==> src/rtl/next_pc_unit.sv <==
// Next-address generator and PC register with a circular return-address stack.
// Evaluates branch conditions, selects the next PC and keeps sticky RAS error flags.
module next_pc_unit #(
   parameter int                AW        = 10,
   parameter int                INCR_W    = 32,
   parameter int                RAS_DEPTH = 4,
   parameter logic [AW-1:0]     RESET_PC  = '0
) (
   input  logic                          clk,
   input  logic                          rst,
   input  logic                          stall,
   input  logic [2:0]                    sel,
   input  logic [AW-1:0]                 jta,
   input  logic [AW-1:0]                 reg_val,
   input  logic [3:0]                    brc,
   input  logic [3:0]                    flags,
   output logic [AW-1:0]                 pc,
   output logic [AW-1:0]                 next_pc,
   output logic [INCR_W-1:0]             incr_pc,
   output logic                          taken,
   output logic [$clog2(RAS_DEPTH):0]    ras_count,
   output logic                          ras_ovf,
   output logic                          ras_unf
);

   localparam int PW = $clog2(RAS_DEPTH);
   localparam int CW = PW + 1;

   localparam logic [2:0] SEL_SEQ  = 3'b000;
   localparam logic [2:0] SEL_COND = 3'b001;
   localparam logic [2:0] SEL_REG  = 3'b010;
   localparam logic [2:0] SEL_ZERO = 3'b011;
   localparam logic [2:0] SEL_CALL = 3'b100;
   localparam logic [2:0] SEL_RET  = 3'b101;

   localparam logic [AW-1:0] ONE_A  = AW'(1);
   localparam logic [PW-1:0] ONE_P  = PW'(1);
   localparam logic [CW-1:0] ONE_C  = CW'(1);
   localparam logic [CW-1:0] FULL_C = CW'(RAS_DEPTH);
   localparam logic [AW-1:0] RESET_SEQ = RESET_PC + ONE_A;

   logic [AW-1:0] ras_mem [RAS_DEPTH];
   logic [PW-1:0] ras_ptr;
   logic [AW-1:0] seq;
   logic [AW-1:0] ras_top;
   logic          cond_ok;
   logic          ras_empty;
   logic          ras_full;
   logic          do_push;
   logic          do_pop;
   logic          unf_evt;

   assign seq       = pc + ONE_A;
   assign ras_empty = (ras_count == '0);
   assign ras_full  = (ras_count == FULL_C);
   // ras_ptr is the next write slot, so the top sits one below it
   assign ras_top   = ras_mem[ras_ptr - ONE_P];

   always_comb begin
      cond_ok = 1'b0;
      unique case (brc)
         4'd0:    cond_ok = 1'b1;
         4'd1:    cond_ok = flags[3];
         4'd2:    cond_ok = !flags[3];
         4'd3:    cond_ok = flags[2];
         4'd4:    cond_ok = !flags[2];
         4'd5:    cond_ok = flags[1];
         4'd6:    cond_ok = !flags[1];
         4'd7:    cond_ok = flags[0];
         4'd8:    cond_ok = !flags[0];
         default: cond_ok = 1'b0;
      endcase
   end

   always_comb begin
      next_pc = seq;
      taken   = 1'b0;
      do_push = 1'b0;
      do_pop  = 1'b0;
      unf_evt = 1'b0;
      unique case (sel)
         SEL_COND: begin
            if (cond_ok) begin
               next_pc = jta;
               taken   = 1'b1;
            end
         end
         SEL_REG: begin
            next_pc = reg_val;
            taken   = 1'b1;
         end
         SEL_ZERO: begin
            next_pc = '0;
            taken   = 1'b1;
         end
         SEL_CALL: begin
            next_pc = jta;
            taken   = 1'b1;
            do_push = 1'b1;
         end
         SEL_RET: begin
            if (!ras_empty) begin
               next_pc = ras_top;
               taken   = 1'b1;
               do_pop  = 1'b1;
            end else begin
               unf_evt = 1'b1;
            end
         end
         default: begin
            next_pc = seq;
            taken   = 1'b0;
         end
      endcase
   end

   always_ff @(posedge clk) begin
      if (rst) begin
         pc        <= RESET_PC;
         incr_pc   <= INCR_W'(RESET_SEQ);
         ras_ptr   <= '0;
         ras_count <= '0;
         ras_ovf   <= 1'b0;
         ras_unf   <= 1'b0;
      end else if (!stall) begin
         pc      <= next_pc;
         incr_pc <= INCR_W'(seq);
         if (do_push) begin
            // A full stack wraps onto its oldest entry
            ras_ptr <= ras_ptr + ONE_P;
            if (ras_full) ras_ovf <= 1'b1;
            else ras_count <= ras_count + ONE_C;
         end
         if (do_pop) begin
            ras_ptr   <= ras_ptr - ONE_P;
            ras_count <= ras_count - ONE_C;
         end
         if (unf_evt) ras_unf <= 1'b1;
      end
   end

   always_ff @(posedge clk) begin
      if (!rst && !stall && do_push) ras_mem[ras_ptr] <= seq;
   end

endmodule

==> config.mk <==
export PLATFORM = sky130hd
export DESIGN_NAME = next_pc_unit
export DESIGN_NICKNAME = d
export VERILOG_FILES = /design/src/rtl/next_pc_unit.sv
export SDC_FILE = /design/constraint.sdc
export NUM_CORES = 1
export LEC_CHECK = 0
export ABC_AREA = 1
export BUFFER_PORTS_ARGS = -buffer_cell sky130_fd_sc_hd__buf_2
export CAP_MARGIN = 20
export CORE_AREA = 4 4 120 76
export CTS_CLUSTER_DIAMETER = 200
export CTS_CLUSTER_SIZE = 8
export DETAILED_ROUTE_END_ITERATION = 10
export DIE_AREA = 0 0 124 80
export GPL_TIMING_DRIVEN = 1
export PLACE_DENSITY = 0.82
export SYNTH_ARGS = -nofsm -noshare
export SYNTH_HDL_FRONTEND = slang
export SYNTH_SLANG_ARGS = --single-unit
==> constraint.sdc <==
create_clock -name clk -period 2.4 [get_ports clk]
set_input_delay 0.48 -clock clk [delete_from_list [all_inputs] [get_ports clk]]
set_output_delay 0.48 -clock clk [all_outputs]
set_load 0.02 [all_outputs]
# == Word-level counts from Yosys, hierarchy flattened ==
# Memories as Yosys holds them, arrays and structs flattened.
# Cells that the tools add are included.
# word_totals
reg_bits,27
ramBits,40
in_bits,34
out_inout_bits,58
elab_cells,62
memories,1
# mem_list
name,words,word_bits,read_ports,rd_clocked_by_memory_dff,write_ports,line,source
ras_mem,4,10,1,0,1,42,logic [AW-1:0] ras_mem [RAS_DEPTH];
# op_classes
add_sub_neg,5
eq_ne,15
mux,18
n_bitwise,1
n_reduce_logical,16
# op_table
cell,n
$pmux W10 S5,1
$mux W10,2
$eq A4 B3 Y1 const B,4
$add A10 B1 Y10 const B,1
$eq A3 B3 Y1 const B,3
$mux W3,3
$pmux W1 S9,1
$eq A4 B2 Y1 const B,2
$mux W1,8
$eq A3 B2 Y1 const B,2
$logic_not A1 Y1,6
$reduce_and A3 Y1,2
$eq A4 B1 Y1 const B,1
$eq A4 B4 Y1 const B,1
$logic_not A4 Y1,1
$mux W2,2
$reduce_and A2 Y1,2
$add A3 B1 Y3 const B,1
$eq A3 B1 Y1 const B,1
$logic_not A3 Y1,1
$pmux W1 S3,1
$reduce_or A3 Y1,1
$sub A3 B1 Y3 const B,1
$add A2 B1 Y2 const B,1
other kinds (5),6

# == Depth between registers and ports, before layout ==
# logic_depth
ltp_word,5
mapped_depth,14
mapped_depth_nobuf,12

# == Least setup slack after synthesis ==
# Ideal clock, no wire load.
# synth_timing
path_type,reg2out
startpoint,reg ras_ptr[0]
endpoint,out next_pc[1]
arrival_time_ns,1.961
setup_slack_ns,-0.041
path_stages_with_launch,13
n_path_buf,2
cell_sequence,dfxtp_1 > inv_2 > clkbuf_1 > ha_1 > inv_1 > clkbuf_1 > nor2_1 > o21ai_0 > o21ai_0 > nand2_1 > nand3_1 > nor2_1 > nand3_1
# synth_between
elab_chain_len,4
# synth_rtl
element,line,source
start: declaration,43,logic [PW-1:0] ras_ptr;
start signal: assignment,130,ras_ptr <= ras_ptr + ONE_P;
start signal: assignment,135,ras_ptr <= ras_ptr - ONE_P;
$sub A2 B1 Y2,57,assign ras_top = ras_mem[ras_ptr - ONE_P];
$mem_v2 Z4 W10,-,
$mux W10,102,if (!ras_empty) begin
$pmux W10 S5,81,unique case (sel)
end: declaration,18,"output logic [AW-1:0] next_pc,"
# No other way between the ends.

# == Worst setup path in the final report ==
# layout_timing
startpoint,reg ras_ptr[1]
endpoint,out next_pc[2]
# Same word-level chain as after synthesis.

==> metrics.txt <==
FMAX between 0.4 and 0.5 GHz; pwr dens ~670 nW/um^2; maximum net fanout on the critical path 6; final cell area excluding filler cells just over 5000 sq um; minimum clock period 2.393 ns; largest buffer count on any clock path 2; result of the run finished, final reports clean; arrival time of data at the critical path endpoint 1.91 ns; H-tree Lvls 3; Leak approximately 2.4 nW; Post-CTS Hold Buffers 0; cell taking the most area after synthesis sky130_fd_sc_hd__edfxtp_1; placed standard-cell area ~4300 sq um; setup_tns 0 ns; count of different cell masters after synthesis 36; data required time of the critical path 1.92 ns; met2 usage in global routing 0.3472; total placed cells including tap cells 684; Synth top cells by count 120 x sky130_fd_sc_hd__nand2_1, 66 x sky130_fd_sc_hd__inv_1, 56 x sky130_fd_sc_hd__nand3_1; Initial Utilization 0.4921; final setup fails 0; post-CTS clock slew at the launch and capture registers of the worst setup and hold paths around 0.05 ns; Setup CP Type register to output port; worst-path cell with the longest stage delay sky130_fd_sc_hd__dfxtp_2; Max-Cap Viols 0; aggregate global-route resource usage 0.2288; count of mapped cells out of synthesis ~500; antenna violations before repair 0; P&R area growth vs syn 32.67%; master cell of the clock root buffer sky130_fd_sc_hd__clkbuf_16; setup repair after global routing missed its margin true; placer's final routability congestion estimate 0.9329; flip-flop and latch count after synthesis 67; met1 routing resource usage after global routing 0.3098; First-pass DRT Iterations 6; highest-utilization routing layer at the global route stage met2; share of post-route cells with drive strength above 1 0.3322; Die Wd between 100 and 150 microns; Floorplan Core Area just under 8000 sq um; remaining global-route overflow 0; Max-slew headroom 0.4114; Num Clock Sinks 67; count of pins on the block boundary 92; fraction of registers with async set/reset 0; average vias per placed instance 5.485; met3 Resource Use GR 0.08286; pre-CTS setup slack between 0.1 and 0.15 ns; Post-Synthesis Mean Instance Area between 7 and 8 sq um; post-route clock period utilization 0.9973; clock tree from TritonCTS yes; number of buffers inserted during clock tree synthesis 9; dominant synthesized flop cell sky130_fd_sc_hd__edfxtp_1; largest net degree at the start of global routing 30; final-report hold violation count 0; Total Wirelength ~12000 microns; post-synthesis instance area just under 4000 sq um; number of violations reported at the end of detailed-routing iteration 0 between 500 and 600; class of the worst hold path register to register; WL/cell about 17 microns; height of the die about 80 microns; antenna diode count 0; most frequent cell after synthesis sky130_fd_sc_hd__nand2_1; global-route wire length before repair 17100 microns; leading cell types by total area after synthesis sky130_fd_sc_hd__edfxtp_1 31%, sky130_fd_sc_hd__dfxtp_1 14%, sky130_fd_sc_hd__nand2_1 12%, sky130_fd_sc_hd__nand3_1 7.3%, sky130_fd_sc_hd__inv_1 6.4%; count of buffer and inverter cells on the critical path 4; clock latency on the worst-skew pair between 0.3 and 0.4 ns; number of synthesized flops with an enable pin 40; post-detailed-route count of antenna-violating nets 0; final worst hold slack around 0.47 ns; Worst Clk Skew between 0.006 and 0.007 ns; sequential area share after synthesis 0.4508; synthesis warning total 0; Crit. End Element output port; row count 25; proportion of netlist area held by the largest area contributor 0.3109; post-route insts no fill approximately 720; pins over their slew limit 0; NumNets Final approximately 640; Worst Tran Pin Value between 0.8 and 0.9 ns; crit path cell chain inv_2 > ha_4 > inv_4 > buf_12 > nor2_2 > o21ai_1 > nand2_1 > nand2_1 > nand3_2 > a21oi_2 > nand3_1 > buf_6; Buffers on Ports between 60 and 70; VDD IR max 0.4223 mV; cell type group with the largest total delay on the critical path buffers and inverters; die area slightly below 10000 sq um; drt drc 0; post-route setup slack about 0.0066 ns; number of vias after detailed routing 3927; delay contributed by the slowest stage of the critical path about 0.34 ns; Detail Placement HPWL approximately 8200 microns; most frequent CP cell sky130_fd_sc_hd__nand2_1; number of global-route vias before repair ~3400; CP startpoint kind register
[registers in the layout, summed over array words and instances, names as in the netlist]
| register | count |
|---|---|
| ras_mem | 40 |
| incr_pc | 10 |
| pc | 10 |
| ras_count | 3 |
| ras_ptr | 2 |
| ras_ovf | 1 |
| ras_unf | 1 |
[cells in the final DEF (no fill, tap or decap), types with 5 or more instances in the layout]
master,netlist,routed
sky130_fd_sc_hd__dfxtp_2,0,5
sky130_fd_sc_hd__nand2_2,2,10
sky130_fd_sc_hd__nand3_1,56,42
sky130_fd_sc_hd__dfxtp_1,27,19
sky130_fd_sc_hd__o211ai_1,9,9
sky130_fd_sc_hd__o21ai_0,21,15
sky130_fd_sc_hd__nor2_4,2,6
sky130_fd_sc_hd__a21oi_1,25,18
sky130_fd_sc_hd__inv_2,6,10
sky130_fd_sc_hd__nor2_1,42,30
sky130_fd_sc_hd__inv_1,66,60
sky130_fd_sc_hd__o21ai_1,1,5
sky130_fd_sc_hd__edfxtp_1,40,40
sky130_fd_sc_hd__clkbuf_16,0,11
sky130_fd_sc_hd__buf_2,5,59
sky130_fd_sc_hd__nor2_2,4,12
sky130_fd_sc_hd__nand4_1,21,21
sky130_fd_sc_hd__a21oi_2,1,8
sky130_fd_sc_hd__conb_1,1,22
sky130_fd_sc_hd__buf_4,23,35
sky130_fd_sc_hd__nand2_1,120,112
sky130_fd_sc_hd__nand3_2,0,14
sky130_fd_sc_hd__buf_6,1,9
[area by class of cell]
| type | count | area (sq um) |
|---|---|---|
| Clock buffer | 9 | 225.2 |
| Clock inverter | 7 | 98.84 |
| Fill cell | 643 | 2725 |
| Inverter | 73 | 282.8 |
| Multi-Input combinational cell | 345 | 1881 |
| Sequential cell | 67 | 1759 |
| Tap cell | 108 | 135.1 |
| Timing Repair Buffer | 107 | 744.5 |
[cells by family (layout without fill, tap and decap cells)]
family / after synthesis / count (layout) / share of synthesized area
buf+inv: 115 / 196 / 0.1380
xor+xnor: 4 / 4 / 0.01101
flops: 67 / 67 / 0.4508
other cells: 1 / 22 / 0.0009706
fa+ha+maj: 6 / 6 / 0.02137
simple gates: 252 / 252 / 0.2879
compound gates: 61 / 61 / 0.09003
[report_power, final]
part / switching [W] / total (W) / internal, W
Combinational: 0.000441 / 0.000694 / 0.000252
Sequential: 0.0000322 / 0.00129 / 0.00126
Clock: 0.000517 / 0.00143 / 0.000915
[metrics by stage]
stage            util  power [W]
6_report       0.6529   0.003418
5_1_grt        0.6529   0.003529
4_1_cts        0.6059   0.003301
3_5_place_dp   0.5530   0.001860
3_3_place_gp   0.5530   0.001849
2_1_floorplan       -   0.001687
[metal layers]
metal / share of wire / wire, microns / vias up
li1: - / - / 1803
met1: 0.40 / 4865 / 1767
met2: 0.44 / 5310 / 301
met3: 0.13 / 1636 / 56
met4: 0.030 / 361 / 0
met5: 0 / 0 / -
[repair_timing]
action | CTS | global route
buffers inserted | 6 | 8
cloned | 0 | 2
gates resized for setup | 17 | 82
pin swaps | 0 | 29
endpoints found under the setup margin | 10 | 10
[path summary, 6_finish.rpt]
check	slack, ns	depth (start not counted)	from	to
setup / recovery	0.007	12	ras_ptr[1]$_SDFFE_PP0P_	next_pc[2]
hold / removal	0.47	1	ras_count[0]$_SDFFE_PP0P_	ras_count[0]$_SDFFE_PP0P_
setup reg to reg	0.12	19	ras_ptr[1]$_SDFFE_PP0P_	pc[2]$_SDFFE_PP0N_
hold reg to reg	0.47	1	ras_count[0]$_SDFFE_PP0P_	ras_count[0]$_SDFFE_PP0P_
No activity file was read; power rests on OpenSTA's default activity.
